<file path="config.mk">
export PLATFORM = sky130hd
export DESIGN_NAME = echo_tof_detector
export DESIGN_NICKNAME = d
export VERILOG_FILES = /design/src/rtl/echo_pkg.sv /design/src/rtl/echo_mag.sv /design/src/rtl/echo_tof_detector.sv
export SDC_FILE = /design/constraint.sdc
export NUM_CORES = 1
export LEC_CHECK = 0
export CORE_MARGIN = 2
export CORE_UTILIZATION = 30
export DETAILED_ROUTE_END_ITERATION = 12
export GPL_TIMING_DRIVEN = 1
export PLACE_DENSITY = 0.54
export SETUP_SLACK_MARGIN = 0.3
export SLEW_MARGIN = 20
export SYNTH_ARGS = -nofsm -noshare
export SYNTH_HDL_FRONTEND = slang
export SYNTH_SLANG_ARGS = --single-unit
</file>
<file path="constraint.sdc">
create_clock -name bus_clk -period 4.9 [get_ports bus_clk]
set_input_delay 1.47 -clock bus_clk [delete_from_list [all_inputs] [get_ports bus_clk]]
set_output_delay 1.47 -clock bus_clk [all_outputs]
set_load 0.05 [all_outputs]
</file>
<file path="src/rtl/echo_pkg.sv">
// echo_pkg: shared definitions for the echo time-of-flight detector.
//   - SAMPLE_W_DEF / CNT_W_DEF : default sample and counter widths
//   - CH_LEFT / CH_RIGHT       : channel-select encodings ({left, right} word)
//   - state_e                  : measurement FSM states
package echo_pkg;

  localparam int SAMPLE_W_DEF = 16;
  localparam int CNT_W_DEF    = 16;

  localparam logic CH_LEFT  = 1'b0;
  localparam logic CH_RIGHT = 1'b1;

  typedef enum logic [1:0] {
    IDLE   = 2'd0,
    SEARCH = 2'd1,
    DONE   = 2'd2
  } state_e;

endpackage

</file>
<file path="src/rtl/echo_mag.sv">
// echo_mag: selects one channel of a stereo word and produces its magnitude.
// Optional feature macro: ECHO_AVG_EN (4-tap moving average of the magnitude).
// Ports:
//   clk, srst  - clock and synchronous active-high reset (history only)
//   ch_sel     - CH_LEFT picks data[2*SAMPLE_W-1:SAMPLE_W], CH_RIGHT the low half
//   data       - stereo word {left, right}
//   clr        - zero the averaging history (measurement start)
//   upd        - shift the current magnitude into the history
//   mag        - magnitude of the current sample (averaged when ECHO_AVG_EN)
module echo_mag
  import echo_pkg::*;
#(
  parameter int SAMPLE_W = SAMPLE_W_DEF
) (
  input  logic                  clk,
  input  logic                  srst,
  input  logic                  ch_sel,
  input  logic [2*SAMPLE_W-1:0] data,
  input  logic                  clr,
  input  logic                  upd,
  output logic [SAMPLE_W-2:0]   mag
);

  logic [SAMPLE_W-1:0] sample_s;
  logic [SAMPLE_W-1:0] neg_s;
  logic [SAMPLE_W-2:0] raw_mag_s;

  // Channel select and saturating absolute value.
  always_comb begin
    if (ch_sel == CH_RIGHT) begin
      sample_s = data[SAMPLE_W-1:0];
    end else begin
      sample_s = data[2*SAMPLE_W-1:SAMPLE_W];
    end
    neg_s = ~sample_s + {{(SAMPLE_W-1){1'b0}}, 1'b1};
    if (sample_s[SAMPLE_W-1]) begin
      // Only the most negative value still has its MSB set after negation.
      if (neg_s[SAMPLE_W-1]) begin
        raw_mag_s = {(SAMPLE_W-1){1'b1}};
      end else begin
        raw_mag_s = neg_s[SAMPLE_W-2:0];
      end
    end else begin
      raw_mag_s = sample_s[SAMPLE_W-2:0];
    end
  end

`ifdef ECHO_AVG_EN
  logic [SAMPLE_W-2:0] h0_q, h1_q, h2_q;
  logic [SAMPLE_W-2:0] h0_d, h1_d, h2_d;
  logic [SAMPLE_W:0]   sum_s;

  // Average = (current + three previous magnitudes) / 4, two guard bits.
  always_comb begin
    sum_s = {2'b00, raw_mag_s} + {2'b00, h0_q} + {2'b00, h1_q} + {2'b00, h2_q};
    mag   = sum_s[SAMPLE_W:2];
  end

  // History next-state: clear at measurement start, shift per sample.
  always_comb begin
    h0_d = h0_q;
    h1_d = h1_q;
    h2_d = h2_q;
    if (clr) begin
      h0_d = {(SAMPLE_W-1){1'b0}};
      h1_d = {(SAMPLE_W-1){1'b0}};
      h2_d = {(SAMPLE_W-1){1'b0}};
    end else if (upd) begin
      h0_d = raw_mag_s;
      h1_d = h0_q;
      h2_d = h1_q;
    end else begin
      h0_d = h0_q;
    end
  end

  // History registers.
  always_ff @(posedge clk) begin
    if (srst) begin
      h0_q <= {(SAMPLE_W-1){1'b0}};
      h1_q <= {(SAMPLE_W-1){1'b0}};
      h2_q <= {(SAMPLE_W-1){1'b0}};
    end else begin
      h0_q <= h0_d;
      h1_q <= h1_d;
      h2_q <= h2_d;
    end
  end
`else
  logic unused_s;

  // Raw magnitude goes straight through; history controls have no effect.
  always_comb begin
    mag      = raw_mag_s;
    unused_s = ^{clk, srst, clr, upd};
  end
`endif

endmodule

</file>
<file path="src/rtl/echo_tof_detector.sv">
// echo_tof_detector: drains the record FIFO and, after a trigger, reports the
// sample index of the first echo whose magnitude exceeds a threshold.
// Optional feature macro: ECHO_AVG_EN (compare a 4-tap averaged magnitude).
// Ports:
//   bus_clk, srst            - clock, synchronous active-high reset
//   fifo_rd_en/data/empty    - record FIFO read port (data valid cycle after rd_en)
//   trig_valid/trig_ready    - measurement start handshake (ready only in IDLE)
//   ch_sel, threshold,
//   blank_len, max_samples   - configuration, latched at the trigger
//   res_valid/res_ready      - result handshake
//   res_hit, res_tof, res_peak - echo found flag, sample index, magnitude
module echo_tof_detector
  import echo_pkg::*;
#(
  parameter int SAMPLE_W = SAMPLE_W_DEF,
  parameter int CNT_W    = CNT_W_DEF
) (
  input  logic                  bus_clk,
  input  logic                  srst,
  output logic                  fifo_rd_en,
  input  logic [2*SAMPLE_W-1:0] fifo_data,
  input  logic                  fifo_empty,
  input  logic                  trig_valid,
  output logic                  trig_ready,
  input  logic                  ch_sel,
  input  logic [SAMPLE_W-2:0]   threshold,
  input  logic [CNT_W-1:0]      blank_len,
  input  logic [CNT_W-1:0]      max_samples,
  output logic                  res_valid,
  input  logic                  res_ready,
  output logic                  res_hit,
  output logic [CNT_W-1:0]      res_tof,
  output logic [SAMPLE_W-2:0]   res_peak
);

  state_e              state_q, state_d;
  logic [CNT_W-1:0]    cnt_q, cnt_d;
  logic                ch_sel_q, ch_sel_d;
  logic [SAMPLE_W-2:0] thr_q, thr_d;
  logic [CNT_W-1:0]    blank_q, blank_d;
  logic [CNT_W-1:0]    max_q, max_d;
  logic                smp_v_q, smp_v_d;
  logic                trig_ready_q, trig_ready_d;
  logic                res_valid_q, res_valid_d;
  logic                res_hit_q, res_hit_d;
  logic [CNT_W-1:0]    res_tof_q, res_tof_d;
  logic [SAMPLE_W-2:0] res_peak_q, res_peak_d;

  logic [SAMPLE_W-2:0] mag_s;
  logic [CNT_W-1:0]    last_idx_s;
  logic                avg_clr_s;
  logic                avg_upd_s;

  // The FIFO is drained in every state so recording never stalls.
  assign fifo_rd_en = ~fifo_empty & ~srst;

  assign trig_ready = trig_ready_q;
  assign res_valid  = res_valid_q;
  assign res_hit    = res_hit_q;
  assign res_tof    = res_tof_q;
  assign res_peak   = res_peak_q;

  echo_mag #(
    .SAMPLE_W (SAMPLE_W)
  ) u_mag (
    .clk    (bus_clk),
    .srst   (srst),
    .ch_sel (ch_sel_q),
    .data   (fifo_data),
    .clr    (avg_clr_s),
    .upd    (avg_upd_s),
    .mag    (mag_s)
  );

  // Measurement FSM next-state and result computation.
  always_comb begin
    state_d     = state_q;
    cnt_d       = cnt_q;
    ch_sel_d    = ch_sel_q;
    thr_d       = thr_q;
    blank_d     = blank_q;
    max_d       = max_q;
    res_valid_d = res_valid_q;
    res_hit_d   = res_hit_q;
    res_tof_d   = res_tof_q;
    res_peak_d  = res_peak_q;
    avg_clr_s   = 1'b0;
    avg_upd_s   = 1'b0;
    smp_v_d     = fifo_rd_en;
    // Wraps for max_samples == 0, giving a 2^CNT_W sample search.
    last_idx_s  = max_q - {{(CNT_W-1){1'b0}}, 1'b1};

    case (state_q)
      IDLE: begin
        if (trig_valid && trig_ready_q) begin
          state_d   = SEARCH;
          cnt_d     = {CNT_W{1'b0}};
          ch_sel_d  = ch_sel;
          thr_d     = threshold;
          blank_d   = blank_len;
          max_d     = max_samples;
          avg_clr_s = 1'b1;
        end else begin
          state_d = IDLE;
        end
      end
      SEARCH: begin
        if (smp_v_q) begin
          avg_upd_s = 1'b1;
          if ((cnt_q >= blank_q) && (mag_s > thr_q)) begin
            state_d     = DONE;
            res_valid_d = 1'b1;
            res_hit_d   = 1'b1;
            res_tof_d   = cnt_q;
            res_peak_d  = mag_s;
          end else if (cnt_q == last_idx_s) begin
            state_d     = DONE;
            res_valid_d = 1'b1;
            res_hit_d   = 1'b0;
            res_tof_d   = max_q;
            res_peak_d  = {(SAMPLE_W-1){1'b0}};
          end else begin
            cnt_d = cnt_q + {{(CNT_W-1){1'b0}}, 1'b1};
          end
        end else begin
          cnt_d = cnt_q;
        end
      end
      DONE: begin
        if (res_valid_q && res_ready) begin
          state_d     = IDLE;
          res_valid_d = 1'b0;
        end else begin
          state_d = DONE;
        end
      end
      default: begin
        state_d     = IDLE;
        res_valid_d = 1'b0;
      end
    endcase

    trig_ready_d = (state_d == IDLE);
  end

  // State, configuration and registered result outputs.
  always_ff @(posedge bus_clk) begin
    if (srst) begin
      state_q      <= IDLE;
      cnt_q        <= {CNT_W{1'b0}};
      ch_sel_q     <= CH_LEFT;
      thr_q        <= {(SAMPLE_W-1){1'b0}};
      blank_q      <= {CNT_W{1'b0}};
      max_q        <= {CNT_W{1'b0}};
      smp_v_q      <= 1'b0;
      trig_ready_q <= 1'b0;
      res_valid_q  <= 1'b0;
      res_hit_q    <= 1'b0;
      res_tof_q    <= {CNT_W{1'b0}};
      res_peak_q   <= {(SAMPLE_W-1){1'b0}};
    end else begin
      state_q      <= state_d;
      cnt_q        <= cnt_d;
      ch_sel_q     <= ch_sel_d;
      thr_q        <= thr_d;
      blank_q      <= blank_d;
      max_q        <= max_d;
      smp_v_q      <= smp_v_d;
      trig_ready_q <= trig_ready_d;
      res_valid_q  <= res_valid_d;
      res_hit_q    <= res_hit_d;
      res_tof_q    <= res_tof_d;
      res_peak_q   <= res_peak_d;
    end
  end

endmodule

</file>
==> results of run 1 <==
==> placed cells by master, fill, tap and decap left out, drive strengths merged, types with 4 or more instances in the layout <==
cell,n
nand3b,5
or4,7
and3,10
xnor2,11
a21oi,84
clkdlybuf4s50,88
clkbuf,16
mux2,4
dfxtp,101
a211oi,7
buf,141
o31ai,5
clkdlybuf4s15,9
a221oi,16
nand2b,9
xor2,11
ha,34
or3,8
nor2b,4
a21o,8
nor3,22
o21ai,44
nor4,9
nand4,10
nor2,34
o22ai,17
nor3b,10
inv,55
nand3,18
mux2i,11
dlygate4sd2,4
nand2,131
o211ai,4
==> where the power goes <==
group	switching, µW	total [µW]	internal, µW
sequential	28.6	878	850
combinational	364	726	362
clock	348	766	419
==> sequential cells by signal (all words and copies together), names as in the netlist <==
name / flops
blank_q: 16
ch_sel_q: 1
cnt_q: 16
max_q: 16
res_hit: 1
res_peak: 15
res_tof: 16
res_valid: 1
smp_v_q: 1
state_q: 2
thr_q: 15
trig_ready: 1
==> layout make-up <==
class | instances | area (µm²) | area share
well taps | 270 | 338 | 0.0366
inverters | 53 | 199 | 0.0216
multi-input cells | 572 | 4120 | 0.446
clock inverters | 6 | 78.8 | 0.00855
repair buffers | 249 | 2230 | 0.242
clock buffers | 10 | 239 | 0.0259
flip-flops and latches | 101 | 2020 | 0.219
==> synthesized netlist by cell type (all sizes together) (9+ instances only) <==
| cell | n | area share |
|---|---|---|
| xnor2 | 11 | 0.016 |
| nor3 | 22 | 0.018 |
| a21oi | 84 | 0.069 |
| buf | 20 | 0.023 |
| nand3 | 17 | 0.018 |
| o21ai | 44 | 0.036 |
| o22ai | 17 | 0.017 |
| nor2 | 34 | 0.021 |
| nand2 | 131 | 0.081 |
| nor3b | 10 | 0.012 |
| and3 | 10 | 0.010 |
| clkbuf | 37 | 0.023 |
| a221oi | 16 | 0.030 |
| dfxtp | 101 | 0.33 |
| xor2 | 11 | 0.016 |
| inv | 53 | 0.033 |
| ha | 34 | 0.070 |
| mux2i | 11 | 0.018 |
| nand4 | 10 | 0.010 |
| nand2b | 9 | 0.0092 |
| nor4 | 9 | 0.012 |
==> cell families (layout without fill, tap and decap cells) <==
family,Yosys count,count (layout),synth area share
buffers and inverters,110,318,0.0788
muxes,15,15,0.0254
AOI/OAI and AO/OA,214,214,0.231
DFF,101,101,0.331
and+or+nand+nor,286,287,0.232
xor gates and xnor gates,22,22,0.0316
adders and majority gates,34,34,0.0697
==> repair_timing <==
action,4_1_cts,5_1_grt
endpoints found under the setup margin,51,51
buffers inserted,60,8
resized for setup,135,79
hold buffers,0,0
endpoints found under the hold margin,0,0
pin swaps,49,56
cloned,2,0
==> critical path, stage by stage <==
cell	delay (ns)
clkdlybuf4s15_1	0.16
mux2_4	0.27
or3b_4	0.43
nor2b_4	0.23
buf_6	0.13
o21ai_1	0.07
a22oi_2	0.27
ha_4	0.17
nand4_1	0.11
buf_4	0.17
or4_4	0.52
o311ai_4	0.12
buf_12	0.16
nand3_4	0.09
buf_6	0.16
or3_4	0.37
a21oi_2	0.13
==> worst max-delay path by stage <==
stage / from / end / depth (start not counted)
2_1_floorplan: fifo_data[25] / cnt_q[3]$_SDFFE_PP0P_ / 15
3_3_place_gp: fifo_data[0] / cnt_q[11]$_SDFFE_PP0P_ / 17
3_5_place_dp: fifo_data[0] / cnt_q[11]$_SDFFE_PP0P_ / 17
4_1_cts: fifo_data[23] / cnt_q[9]$_SDFFE_PP0P_ / 18
5_1_grt: fifo_data[0] / cnt_q[9]$_SDFFE_PP0P_ / 18
6_report: fifo_data[13] / cnt_q[9]$_SDFFE_PP0P_ / 17
==> through the flow <==
stage	instances	utilization	setup TNS (ns)	worst slack, ns
final	1261	0.459	0	0.134
after detailed placement	1175	0.393	-28.92	-0.728
after global placement	1175	0.393	-29.95	-0.742
after floorplan	782	-	0	0.158
after CTS	1253	0.444	0	0.300
after global routing	1261	0.459	0	0.0107
==> routing by layer <==
metal	vias up	wire [µm]	track usage	part of all wire
met5	-	0	0	0
met4	0	174	0.0422	0.0087
met3	8	707	0.0306	0.035
met2	140	9420	0.307	0.47
met1	2949	9620	0.247	0.48
li1	3192	-	-	-
==> results list, run 1 <==
- Dominant synthesized flop cell: dfxtp_1
- The number of global-route vias before repair is 6036.
- After floorplanning, the core was divided into 52 placement rows.
- Of the cells placed in the final design, the portion with a size suffix greater than 1 is 0.268.
* Total nets after synthesis: 901
- The Yosys step of the flow raised 0 warnings.
- Horizontal die dimension: 147 µm
- The initial utilization of the core area, before any placement, comes to 0.303.
- Data required time of the critical path: 5.18 ns
- In this run the cell area measured after placement is 7900 µm².
* Classification of the worst-slack hold path: flop to flop
- Number of different library cells in the post-synthesis netlist: 65
- Area Growth Syn to Fin: 51.2%
* Initial detailed-routing violation count: 341
- The final-report max-slew violation count came to 0.
* Number of H-tree levels: 3
* Maximum resistive drop on vdd: 0.184 mV
* Antenna diode count: 0
- Post-synthesis cell count: approximately 780
- Finish-stage setup viols: 0
* Highest attainable clock frequency: 210 MHz
* Number of enable-type register cells in the synthesized netlist: 0
- Worst-path fanout max: 6
- Placeable core region: 20100 µm²
- Entering global routing, the biggest net connects 52 pins.
* Final Cycle Share: 0.973
- Number of clock buffers inserted by TritonCTS: 9
* Share of the yosys chip area belonging to registers: 0.331
- After detailed routing, the number of remaining DRC violations is 0.
* Sinks on the clock net: between 100 and 150
- Avg Cell Area, Syn: between 7 and 8 µm²
- I/O Pins: between 100 and 150
- First-pass GRT wire length: 31700 µm
- End of the worst register-to-register path: cnt_q[9]$_SDFFE_PP0P_
- ANT nets after route: 0
- Setup repair after global routing missed its margin: yes
- Capture endpoint of the worst hold path: blank_q[14]$_SDFFE_PP0P_
- The clock reaches the later pin of the worst-skew pair after 0.36 ns.
* DPL Wire Length: 13900 µm
- Overall overflow remaining after global route: 0
- Async S/R FF share, synth: 0
- Summing all non-filler instances in the final layout gives an area of between 9000 and 10000 µm².
* Power per cell area: around 260 nW/µm²
* Clock-pin slew reported for the worst setup and hold paths after clock tree synthesis: 0.07 ns
- Area of the mapped netlist: 6100 µm²
- Instance count along the most critical hold path: 2
* Sort of element at the end of the critical path: flop
* Total Nets Final: 1105
* Startpoint type of the worst setup path: input port
* Maximum number of buffers from clock root to sink: 2
- Via count normalized by instance count: 4.99
* Minimum clock period: 4.77 ns
- Overall power: 2370 µW
* Post-detailed-route wirelength per cell: 15.8 µm
- Fillers: 1980
- Port-buffer cells: 119
- The number of antenna violations at the first check in global routing is 0.
- In this run the most critical hold path is launched from blank_q[14]$_SDFFE_PP0P_.
- Lkg Pwr: 0.00343 µW
- Detailed-route via count: 6289
* Global router's overall resource usage: 0.183
* CP arrival: 5.04 ns
- Startpoint of the worst-slack reg-to-reg timing path: ch_sel_q$_SDFFE_PP0P_
* Area enclosed by the die boundary: about 21000 µm²
- The tightest hold path in the finished design has a slack of 0.454 ns.
* Maximum clock skew at final layout: between 0.01 and 0.015 ns
- Register-to-register setup slack: 0.53 ns
* Status: complete, no violations
- Measured in cells, the most critical reg-to-reg path has a length of 18.
- Hold Vio Cnt, Final: 0
* Number of detailed-route iterations in the first pass: 4
* Max-Cap Viols: 0
- Placer Congestion: 0.873
- Measured against its own limit, the worst slew margin works out to 0.585.
- Slew at the pin closest to its max-slew limit: 0.621 ns
* Chip height: 147 µm
- Critical path type: input port to flop
- CTS tree: done
* Overall routed net length: 19900 µm
* Synth Register Bits: about 100
- The tree is rooted in a clkbuf_16.
No activity file was read; power rests on OpenSTA's default activity.
==> run 2, diff against run 1 <==
--- a/config.mk
+++ b/config.mk
@@ -6,10 +6,10 @@
 export NUM_CORES = 1
 export LEC_CHECK = 0
 export CORE_MARGIN = 2
-export CORE_UTILIZATION = 30
+export CORE_UTILIZATION = 28
 export DETAILED_ROUTE_END_ITERATION = 12
 export GPL_TIMING_DRIVEN = 1
-export PLACE_DENSITY = 0.54
+export PLACE_DENSITY = 0.51
 export SETUP_SLACK_MARGIN = 0.3
 export SLEW_MARGIN = 20
 export SYNTH_ARGS = -nofsm -noshare
==> run 2 against run 1 <==
Total power is 4.6% lower. Sequential power hardly changed. Clock skew is 0.0051 ns lower. Wire length is 1.9% higher. Critical path depth is 2 higher. Worst hold slack worse by 0.0010 ns. Register-to-register slack better by 0.10 ns. Sequential share of layout area is 0.58 points higher.
==> results list, run 2 (synthesis gave the netlist of run 1 again) <==
- The number of iterations in the first detailed-routing pass came to 5 (+1).
- Post-layout worst setup margin: 0.102 ns (-0.0327 ns)
- The number of global-route vias before repair came to 5928 (-1.8%).
* Startpoint type of the worst setup path: input port
* Most common cell after layout, fill and taps aside: nand2_1
* Worst slack on hold paths: 0.453 ns (-0.000997 ns)
- First-pass GRT wire length: 31100 µm (-2.0%)
* Via count normalized by instance count: 5.01 (+0.42%)
- Cell at the slowest stage of the critical path: or3_4
- Peak per-stage delay on the critical path: 0.38 ns (-0.14 ns)
- Number of placement rows: 54 (+3.8%)
- Antenna violations before repair: 0 (unchanged)
- The antenna diode instance count came to 0 (unchanged).
- The clock group share of total power was 0.307 (-0.016).
- Buffer type at the clock tree root: clkbuf_16
- Data required time of the critical path: 5.17 ns (about the same)
- Among cell families on the critical path, the largest total delay comes from compound AO/OA/AOI/OAI gates.
* Lkg Pwr: 0.00326 µW (-5.0%)
* Maximum number of buffers from clock root to sink: 2 (unchanged)
- Status: complete, no violations
- I/O Pins: 120 (unchanged)
- The overall via count from detail_route came to 6240 (-0.78%).
- Setup TNS after final layout: 0 ns (unchanged)
- The overall fraction of global-route tracks in use came to 0.173 (-0.00984).
- Overall overflow remaining after global route: 0 (unchanged)
* Sort of element at the end of the critical path: flop
* Port-buffer cells: 119 (unchanged)
- Area Growth Syn to Fin: 47.3%
* Classification of the worst-slack hold path: flop to flop
* Maximum resistive drop on vdd: 0.152 mV (-17%)
- The library cells used most frequently in the layout, excluding fill and tap cells, are nand2_1 (130), dfxtp_1 (101), buf_4 (89).
- Proportion of total power due to net switching: 0.314 (+0.00134)
* DPL Wire Length: 13700 µm (-1.2%)
- The net switching power was 710 µW (-4.2%).
- The slew of the pin with the lowest slew margin came to 1.03 ns (+0.407 ns).
- Fillers: 2272 (+15%)
* Multi-input combinational cell area: 4040 µm² (-1.9%)
- Number of H-tree levels: 3 (unchanged)
- The worst path arrival time was 5.07 ns (+0.03 ns).
- The number of clock buffers inserted by TritonCTS was 9 (unchanged).
* Placeable core region: 21600 µm² (+7.5%)
- Placer Congestion: 0.796 (-8.8%)
* Total Nets Final: 1081 (-2.2%)
* Critical path type: input port to flop
- Clock-pin slew reported for the worst setup and hold paths after clock tree synthesis: 0.07 ns (about the same)
* Hold Vio Cnt, Final: 0 (unchanged)
- Max-Cap Viols: 0 (unchanged)
* Share of final-layout standard cells stronger than drive strength 1: 0.236 (-0.0324)
- Power Internal: 1550 µW (-4.8%)
* Area enclosed by the die boundary: 23000 µm² (+6.9%)
* Overall routed net length: 20300 µm (+1.9%)
- Cell mode on critical path: a21oi_2
- The proportion of power drawn by flip-flops and latches was 0.388 (+0.018).
* Minimum clock period: 4.80 ns (+0.0327 ns)
* Final Cycle Share: 0.979 (+0.00668)
- CTS tree: done
- Setup repair after global routing missed its margin: yes
- The combinational share of power is 0.305 (about the same).
- The final-report max-slew violation count is 0 (unchanged).
* Number of buffers and inverters on the critical path: 4 (-1)
- The worst slack at placement is -0.733 ns (-0.00544 ns).
- ANT nets after route: 0 (unchanged)
- Chip height: 152 µm (+3.4%)
- The maximum number of pins on one net before global-route repair is 80 (+54%).
- The maximum fanout along the worst path is 7 (+1).
* Final cell utilization of the core: 0.416 (-0.0431)
- Area occupied by registers: 2020 µm² (unchanged)
- DRC viols: 0 (unchanged)
- The number of setup violations in the final report came to 0 (unchanged).
* Starting density of the core: 0.282 (-0.0213)
- The iteration-0 DRC count of the detailed router is 265 (-22%).
- The TritonCTS sink count came to 101 (unchanged).
- CP Cell Sequence: clkbuf_2, mux2i_2, o211ai_1, nor4_4, nor2b_4, buf_4, nor4_1, a21oi_2, ha_1, a211oi_2, nor2_1, a2111oi_4, o21ai_2, o311ai_4, buf_12, nand3_4, buf_6, or3_4, a21oi_2
- Clock latency of the later-clocked register in the worst-skew pair: 0.36 ns (about the same)
- Power per cell area: 252 nW/µm² (-2.1%)
- The highest attainable clock frequency was 208 MHz (-0.68%).
- The worst max-slew margin expressed relative to the limit was 0.314 (-0.270).
* Maximum clock skew at final layout: 0.00941 ns (-0.00512 ns)
- Horizontal die dimension: 152 µm (+3.4%)
- Post-detailed-route wirelength per cell: 16.3 µm (+3.2%)
-- run 2: cell count changes in the layout (fill, tap and decap cells not counted), moves of 4 or more --
cell             change
buf_4               -23
buf_6                -5
clkbuf_2             -5
clkdlybuf4s15_1      +4
nand2_1              +6
nand2_2              -4
nor3b_2              +4
o21ai_0              +5
o21ai_2              -6
-- run 2: timing repair --
action	in CTS	in global routing
resized for setup	118	67
endpoints found under the hold margin	0	0
endpoints found under the setup margin	51	51
buffers inserted	42	12
pin swaps	42	42
gates cloned	2	3
hold buffers	0	0
-- run 2: cell type report --
class | count | area share
clock inverter | 4 | 0.00376
inverter | 53 | 0.0221
clock buffer | 11 | 0.0270
multi-input combinational | 573 | 0.449
tap | 280 | 0.0390
sequential | 101 | 0.225
timing repair buffer | 224 | 0.234
-- run 2: metal layers --
| metal | vias to the layer above | global-route usage | part of all wire |
|---|---|---|---|
| li1 | 3144 | - | - |
| met1 | 2938 | 0.229 | 0.46 |
| met2 | 144 | 0.291 | 0.47 |
| met3 | 14 | 0.0260 | 0.053 |
| met4 | 0 | 0.0542 | 0.013 |
| met5 | - | 0 | 0 |
-- run 2: through the flow --
| stage | total power, µW | area, µm² | cells |
|---|---|---|---|
| after floorplan | 1240 | 6200 | 782 |
| after global placement | 1440 | 7830 | 1172 |
| after detailed placement | 1440 | 7830 | 1172 |
| after CTS | 2220 | 8660 | 1231 |
| after global routing | 2380 | 8990 | 1246 |
| final | 2260 | 8990 | 1246 |
-- run 2: worst paths after layout --
check | cells after the start | startpoint | to | slack [ns]
min | 2 | blank_q[4]$_SDFFE_PP0P_ | blank_q[4]$_SDFFE_PP0P_ | 0.45
max reg2reg | 19 | ch_sel_q$_SDFFE_PP0P_ | cnt_q[9]$_SDFFE_PP0P_ | 0.63
max | 19 | fifo_data[19] | cnt_q[9]$_SDFFE_PP0P_ | 0.10
min reg2reg | 2 | blank_q[4]$_SDFFE_PP0P_ | blank_q[4]$_SDFFE_PP0P_ | 0.45
-- run 2: power by group through the flow --
stage          Clock [µW]  Sequential [µW]  Combinational, µW
2_1_floorplan           0              900                336
3_3_place_gp            0              897                547
3_5_place_dp            0              897                546
4_1_cts               713              878                624
5_1_grt               744              884                750
6_report              694              878                689
-- run 2: worst min-delay path, cell delays in order, from the launching register on --
cell	delay (ns)
dfxtp_1	0.31
nand2_1	0.05
a21oi_1	0.05
==> run 3, diff against run 2 <==
--- a/config.mk
+++ b/config.mk
@@ -9,7 +9,7 @@
 export CORE_UTILIZATION = 28
 export DETAILED_ROUTE_END_ITERATION = 12
 export GPL_TIMING_DRIVEN = 1
-export PLACE_DENSITY = 0.51
+export PLACE_DENSITY = 0.5
 export SETUP_SLACK_MARGIN = 0.3
 export SLEW_MARGIN = 20
 export SYNTH_ARGS = -nofsm -noshare
==> constraint.sdc (replaced) <==
create_clock -name bus_clk -period 6.05 [get_ports bus_clk]
set_input_delay 1.815 -clock bus_clk [delete_from_list [all_inputs] [get_ports bus_clk]]
set_output_delay 1.815 -clock bus_clk [all_outputs]
set_load 0.05 [all_outputs]
==> run 3 against run 2 <==
Combinational power shrank 35%. Global-route usage shrank 0.92 points. Clock-buffer cell count is the same. Die area is the same. Flip-flop and latch count is the same. Wire length shrank 7.3%. Sequential power shrank 19%. Critical path depth is the same. Worst setup slack gained 0.40 ns. Via count shrank 5.1%. Clock skew grew 0.0011 ns. Cell count shrank 5.1%.
==> results list, run 3 (synthesis gave the netlist of run 1 again) <==
- Highest attainable clock frequency: 180 MHz
- Post-Place Setup Slack: -0.328 ns (+0.405 ns)
- The number of maximum-capacitance constraint violations came to 0 (unchanged).
* Clock latency of the later-clocked register in the worst-skew pair: 0.36 ns (about the same)
- The non-filler instance count after layout was 1183 (-5.1%).
* Worst min-delay path startpoint: thr_q[5]$_SDFFE_PP0P_
- Antenna violations before repair: 0 (unchanged)
- First-pass GRT wire length: 29500 µm (-5.1%)
* DRC viols: 0 (unchanged)
* Clock-pin slew reported for the worst setup and hold paths after clock tree synthesis: 0.07 ns (about the same)
- The effective utilization at floorplan is 0.282 (unchanged).
- Startpoint type of the worst setup path: input port
- The via count normalized by instance count is 5.01 (about the same).
- After layout, the minimum clock period comes to 5.55 ns.
- Area Growth Syn to Fin: 33.3%
* Maximum clock skew at final layout: 0.0105 ns (+0.00107 ns)
* Number of clock buffers inserted by TritonCTS: 9 (unchanged)
* Most used cells in the layout excluding fill and tap cells: nand2_1 (131), clkdlybuf4s50_1 (117), dfxtp_1 (101)
- R2R depth: 17 (-2)
- The maximum number of pins on one net before global-route repair came to 53 (-34%).
* ANT nets after route: 0 (unchanged)
- Instance count along the most critical hold path: 2 (unchanged)
- Setup repair after global routing missed its margin: no
- The final-report hold violation count came to 0 (unchanged).
- The worst setup path is captured at a flop.
* Lkg Pwr: 0.00282 µW (-14%)
* Capture endpoint of the worst hold path: thr_q[5]$_SDFFE_PP0P_
- Startpoint of the worst-slack reg-to-reg timing path: ch_sel_q$_SDFFE_PP0P_
- The number of setup violations in the final report was 0 (unchanged).
- The tightest min-delay check is of the flop to flop type.
- Antenna diode count: 0 (unchanged)
* Overall routed net length: 18800 µm (-7.3%)
- Share of final-layout standard cells stronger than drive strength 1: 0.117 (-0.119)
* Cell mode on critical path: buf_4
- Fillers: 2317 (+2.0%)
- The number of global-route vias before repair came to 5608 (-5.4%).
* Sinks on the clock net: 101 (unchanged)
- Slew HR: 0.331 (+0.0169)
- The final worst slack came to 0.503 ns (+0.401 ns).
- Maximum number of buffers from clock root to sink: 2 (unchanged)
- End of the worst register-to-register path: cnt_q[11]$_SDFFE_PP0P_
- The final-report max-slew violation count is 0 (unchanged).
* Horizontal die dimension: 152 µm (unchanged)
- The worst path arrival time was 5.82 ns (+0.75 ns).
- The vertical die dimension is 152 µm (unchanged).
- TritonCTS built the clock tree.
* Family with the most delay on the worst path: compound AO/OA/AOI/OAI gates
- Post-detailed-route wirelength per cell: 15.9 µm (-2.4%)
- CP Cell Sequence: clkdlybuf4s50_1, nor3_2, o211ai_1, nor4_2, buf_4, nor2b_1, buf_4, nor4_1, a21oi_2, ha_1, a211oi_1, nor2_1, a2111oi_4, o21ai_2, o311ai_4, buf_6, nand3_4, or4_1, a21oi_1
- Status: complete, no violations
* Peak per-stage delay on the critical path: 0.51 ns (+0.13 ns)
- Data required time of the critical path: 6.33 ns (+1.16 ns)
- The iteration-0 DRC count of the detailed router is 267 (+0.75%).
- The library cell used most frequently in the layout, excluding fill and tap cells, is nand2_1.
* DPL Wire Length: 13900 µm (+1.0%)
- Placeable core region: 21600 µm² (unchanged)
- The largest voltage drop on the vdd net was 0.128 mV (-16%).
- Overall overflow remaining after global route: 0 (unchanged)
* Global router's overall resource usage: 0.164 (-0.00918)
- Number of buffers and inverters on the critical path: 4 (unchanged)
- Worst-path fanout max: 11 (+4)
* Total Nets Final: 1018 (-5.8%)
- The site row count was 54 (unchanged).
* Register-to-register setup slack: 1.20 ns (+0.57 ns)
- The number of iterations in the first detailed-routing pass is 4 (-1).
- The power density relative to cell area was 212 nW/µm² (-16%).
* Port-buffer cells: 119 (unchanged)
- Critical path type: input port to flop
- The area enclosed by the die boundary came to 23000 µm² (unchanged).
- Number of placed instances with taps included: 1164 (-0.68%)
- Setup TNS after final layout: 0 ns (unchanged)
- The I/O pin count was 120 (unchanged).
- The tree is rooted in a clkbuf_16.
- Placer Congestion: 0.816 (+2.4%)
* Detailed-route via count: 5922 (-5.1%)
- Slew at the pin closest to its max-slew limit: 1.00 ns (-0.0254 ns)
- Among all stages on the critical path, the largest delay is contributed by clkdlybuf4s50_1.
* Final Cycle Share: 0.917
- Number of H-tree levels: 3 (unchanged)
-- run 3: how the worst max path moves through the flow --
| stage | start | cells after the start | slack [ns] | endpoint |
|---|---|---|---|---|
| 2_1_floorplan | fifo_data[2] | 16 | 0.49 | cnt_q[5]$_SDFFE_PP0P_ |
| 3_3_place_gp | fifo_data[0] | 18 | -0.34 | cnt_q[11]$_SDFFE_PP0P_ |
| 3_5_place_dp | fifo_data[0] | 19 | -0.33 | cnt_q[13]$_SDFFE_PP0P_ |
| 4_1_cts | fifo_data[16] | 19 | 0.30 | cnt_q[11]$_SDFFE_PP0P_ |
| 5_1_grt | fifo_data[16] | 19 | 0.30 | cnt_q[11]$_SDFFE_PP0P_ |
| 6_report | fifo_data[16] | 19 | 0.50 | cnt_q[11]$_SDFFE_PP0P_ |
-- run 3: final cells by class --
cell class              count  area [µm²]  area share
multi-input cells         571        3740       0.459
clock buffers              11         243      0.0299
well taps                 280         350      0.0431
clock inverters             4        33.8     0.00415
inverters                  53         199      0.0245
flip-flops and latches    101        2020       0.249
repair buffers            163        1550       0.190
-- run 3: what timing repair did --
item | CTS | global route
pin swaps | 1 | 13
endpoints found under the setup margin | 31 | 51
resized for setup | 5 | 27
hold buffers | 0 | 0
gates cloned | 0 | 0
setup buffers | 0 | 4
-- run 3: worst min-delay path, delay by kind of cell (launching register included) --
family          cells  cell delay (ns)
simple gates        1             0.05
flops               1             0.31
compound gates      1             0.05
-- run 3: metal layers --
layer  vias up  global-route usage  share of wire
li1       3020                   -              -
met1      2778               0.222           0.49
met2       110               0.271           0.45
met3        14              0.0228          0.049
met4         0              0.0509          0.012
met5         -                   0              0
-- run 3: through the flow --
stage	instance area (µm²)	total power [µW]	utilization	hold WS, ns
after floorplan	6100	990	-	0.436
after global placement	7690	1160	0.356	0.444
after CTS	7990	1730	0.370	0.456
final	8130	1730	0.376	0.453
after detailed placement	7690	1160	0.356	0.446
after global routing	8130	1810	0.376	0.475
-- run 3: power breakdown --
part	internal, µW	switching (µW)
clock	292	271
combinational	204	245
sequential	688	24.2
